<file path="src/rtl/sysid_check_timer.sv">
// Clearable saturating stall counter; expired is high once the count
// reaches LIMIT-1. Ports: clock, reset, clear, enable -> expired.
module sysid_check_timer #(
    parameter int unsigned LIMIT = 1024
) (
    input  logic clock,
    input  logic reset,
    input  logic clear,
    input  logic enable,
    output logic expired
);

    localparam int W = (LIMIT > 2) ? $clog2(LIMIT) : 1;
    localparam logic [W-1:0] LAST = W'(LIMIT - 1);

    logic [W-1:0] count;

    always_ff @(posedge clock or posedge reset) begin
        if (reset) begin
            count <= '0;
        end else if (clear) begin
            count <= '0;
        end else if (enable && (count != LAST)) begin
            count <= count + 1'b1;
        end
    end

    assign expired = (count == LAST);

endmodule

</file>
<file path="config.mk">
export PLATFORM = sky130hd
export DESIGN_NAME = sysid_check_timer
export DESIGN_NICKNAME = d
export VERILOG_FILES = /design/src/rtl/sysid_check_timer.sv
export SDC_FILE = /design/constraint.sdc
export NUM_CORES = 1
export LEC_CHECK = 0
export CAP_MARGIN = 15
export CORE_AREA = 2 2 39 41
export DETAILED_ROUTE_END_ITERATION = 6
export DIE_AREA = 0 0 41 43
export PLACE_DENSITY = 0.67
export SYNTH_ARGS = -nofsm -noshare
export SYNTH_HDL_FRONTEND = slang
export SYNTH_SLANG_ARGS = --single-unit
</file>
<file path="constraint.sdc">
create_clock -name clock -period 3.9 [get_ports clock]
set_clock_uncertainty 0.05 [all_clocks]
set_input_delay 0.585 -clock clock [delete_from_list [all_inputs] [get_ports clock]]
set_output_delay 0.585 -clock clock [all_outputs]
set_load 0.02 [all_outputs]
</file>
==> results.cfg <==
[status]
outcome = completed

[setup_path]
path_cells = ha_1 > nand2_1 > nor3_1 > clkdlybuf4s50_1
r2r_slack_ns = 2.13
arrival_ns = 1.91
critPathSlowestCell = clkdlybuf4s50_1
critPathMaxFanout = 8
critPathCaptureType = primary output
max_stage_delay_ns = 0.63
crit_type = flip-flop to primary output
start_kind = flip-flop
crit_required_ns = 3.26

[route]
viasPerCell = 6.59
ant_nets = 0
totalWireLength_mm = 1.25
drt-initial-drc-count = 19
firstDrtPassIters = 4
num_vias = 560
drc = 0
wl_per_cell_um = 14.7

[pwr]
powerDensity_nw_per_um2 = 310
max-vdd-ir-drop_mv = 0.235
p_leak_uw = 0.000263

[cells_and_area]
fin_nets = 76
largest_reg_flops = 10
drive_above_1_share_pct = 11.6
fillers = 136
fin_cells = 85
multi_input_comb_area_um2 = 347
top_register = count
diodes = 0
largestRegisters = count (10)
area_growth_pct = 8.66
regArea_um2 = 250
fin_util_pct = 49.9

[clocking]
hold_buffers = 0
cts_tree = yes
cts.sinks = 10
clock_insertion_delay_worst_skew_ns = 0.26
clkTransAtPathRegs_ns = 0.06
cts_max_path_buffers = 2
cts.repair.resized = 0
h-tree-depth = 1
numCtsBuffers = 3
postCtsSetupBuffers = 0
cts-root-buf = clkbuf_4

[global_routing]
grt_pass1_wl_mm = 2.33
grt_pass1_vias = 522
gr-total-overflow = 0
grt_start_max_net_pins = 14
antenna_found_initial = 0
grt_use_total_pct = 20.0

[synth]
synthCells = 66
syn_area_um2 = 636
yosys.cell_types.count = 33
synth_nets = 71
avgSynthCellArea_um2 = 9.63
synth-seq-area-share_pct = 39.4
ys_seq_elements = 10
ys_warn_count = 0

[die]
fp.dieH_um = 43
std_cell_rows = 14
start_util_pct = 45.9
die_w_um = 41
io_pins = 5
die_area_um2 = 1760
core_um2 = 1380

[placement]
place_inst = 82
dp_hpwl_um = 883
numPortBuffers = 4
routabilityCongestion = 0.784

[timing]
fin_crit_ns = 2.54
finalSetupViolCount = 0
worst_slew_pin_slew_ns = 0.437
clock.fmax_mhz = 393
hold_viol = 0
fin_crit_sh_pct = 65.2
slew_violations = 0
setup_tns_ns = 0
maxSlewHeadroom_pct = 70.8
rsz0062_at_grt = false

[hold_path]
worstHoldPathType = flip-flop to flip-flop

[run]
cap_violations = 0
==> layer usage <==
metal	global-route usage (%)	share of wire, %	vias to the layer above
met3	4.71	4.3	5
met5	0	0	-
li1	-	-	268
met4	12.0	2.9	0
met1	28.7	47	271
met2	26.3	46	16
==> cell type report <==
class	instances	area share (%)
clock buffer	3	3.26
inverter	3	1.63
tap	16	2.90
sequential	10	36.2
timing repair buffer	4	5.80
multi-input combinational	49	50.2
==> synth_stat cells <==
master    instances  area share (%)
a211oi_1          3             3.5
a211oi_2          2             3.9
a21oi_1           1            0.79
a21oi_2           1             1.4
a22oi_1           1             1.2
a311oi_1          3             4.1
a31oi_1           2             2.0
a41oi_1           4             5.5
and2_2            1             1.2
and3_1            3             3.0
and4_1            1             1.4
buf_2             1            0.79
buf_4             1             1.2
buf_6             1             1.8
clkbuf_1          1            0.59
dfrtp_1          10              39
ha_1              1             2.0
inv_1             3             1.8
mux2_1            1             1.8
nand2_1           2             1.2
nand2b_1          2             2.0
nand3_1           2             1.6
nand3_2           1             1.6
nand3b_1          1             1.2
nand4_1           3             3.0
nor2_1            2             1.2
nor2b_1           3             3.0
nor3_1            3             2.4
nor3b_1           1             1.2
nor4_1            2             2.0
o21ai_0           1            0.79
o22ai_1           1            0.98
or3_1             1            0.98
==> kinds of logic after synthesis <==
kind of cell	share of synthesized area [%]
buffers and inverters	6.10
AO/OA/AOI/OAI	24.2
multiplexers	1.77
flip-flops	39.4
AND/OR/NAND/NOR	26.6
adder cells (fa/ha/maj)	1.97
==> power by group <==
group	total [uW]	switching [uW]	internal, uW
clock	68.6	33.0	35.6
sequential	116	7.07	109
combinational	29.7	16.6	13.0
==> metrics by stage <==
step           hold WS [ns]  total power (uW)  area (um2)  worst slack, ns
6_report              0.524               214         691             1.36
5_1_grt               0.548               231         691             1.16
4_1_cts               0.523               217         691             1.34
3_5_place_dp          0.507               147         668             1.64
3_3_place_gp          0.515               147         668             1.67
2_1_floorplan         0.375               138         636             2.03
==> cell usage in the layout (no fill, tap or decap) <==
| master | count |
|---|---|
| nand4_1 | 3 |
| nor3b_1 | 1 |
| o22ai_1 | 1 |
| a21oi_2 | 1 |
| mux2_1 | 1 |
| a211oi_2 | 2 |
| a22oi_1 | 1 |
| clkbuf_4 | 3 |
| and2_2 | 1 |
| a21oi_1 | 1 |
| a311oi_1 | 3 |
| or3_1 | 1 |
| nor2b_1 | 3 |
| nand3_1 | 2 |
| a211oi_1 | 3 |
| inv_1 | 3 |
| nand2b_1 | 2 |
| nand3b_1 | 1 |
| and4_1 | 1 |
| a41oi_1 | 4 |
| nor4_1 | 2 |
| and3_1 | 3 |
| nor3_1 | 3 |
| dfrtp_1 | 10 |
| nor2_1 | 2 |
| ha_1 | 1 |
| nand2_1 | 2 |
| nand3_2 | 1 |
| a31oi_1 | 2 |
| clkdlybuf4s50_1 | 4 |
| o21ai_0 | 1 |
==> worst max-delay path, delay by kind of cell, from the launching register on <==
kind,cells,cell delay [ns]
DFF,1,0.42
and+or+nand+nor,2,0.30
adders and majority gates,1,0.31
buffers and inverters,1,0.63
==> final timing paths <==
check / startpoint / endpoint / cells after the start
worst max register to register: count[0] / count[5] / 4
worst max-delay path: count[0] / expired / 4
min in group asynchronous: reset / count[8] / 2
max in group asynchronous: reset / count[1] / 2
worst min-delay path: count[2] / count[2] / 1
worst min register to register: count[2] / count[2] / 1
Power figures use the tool's default switching activity.
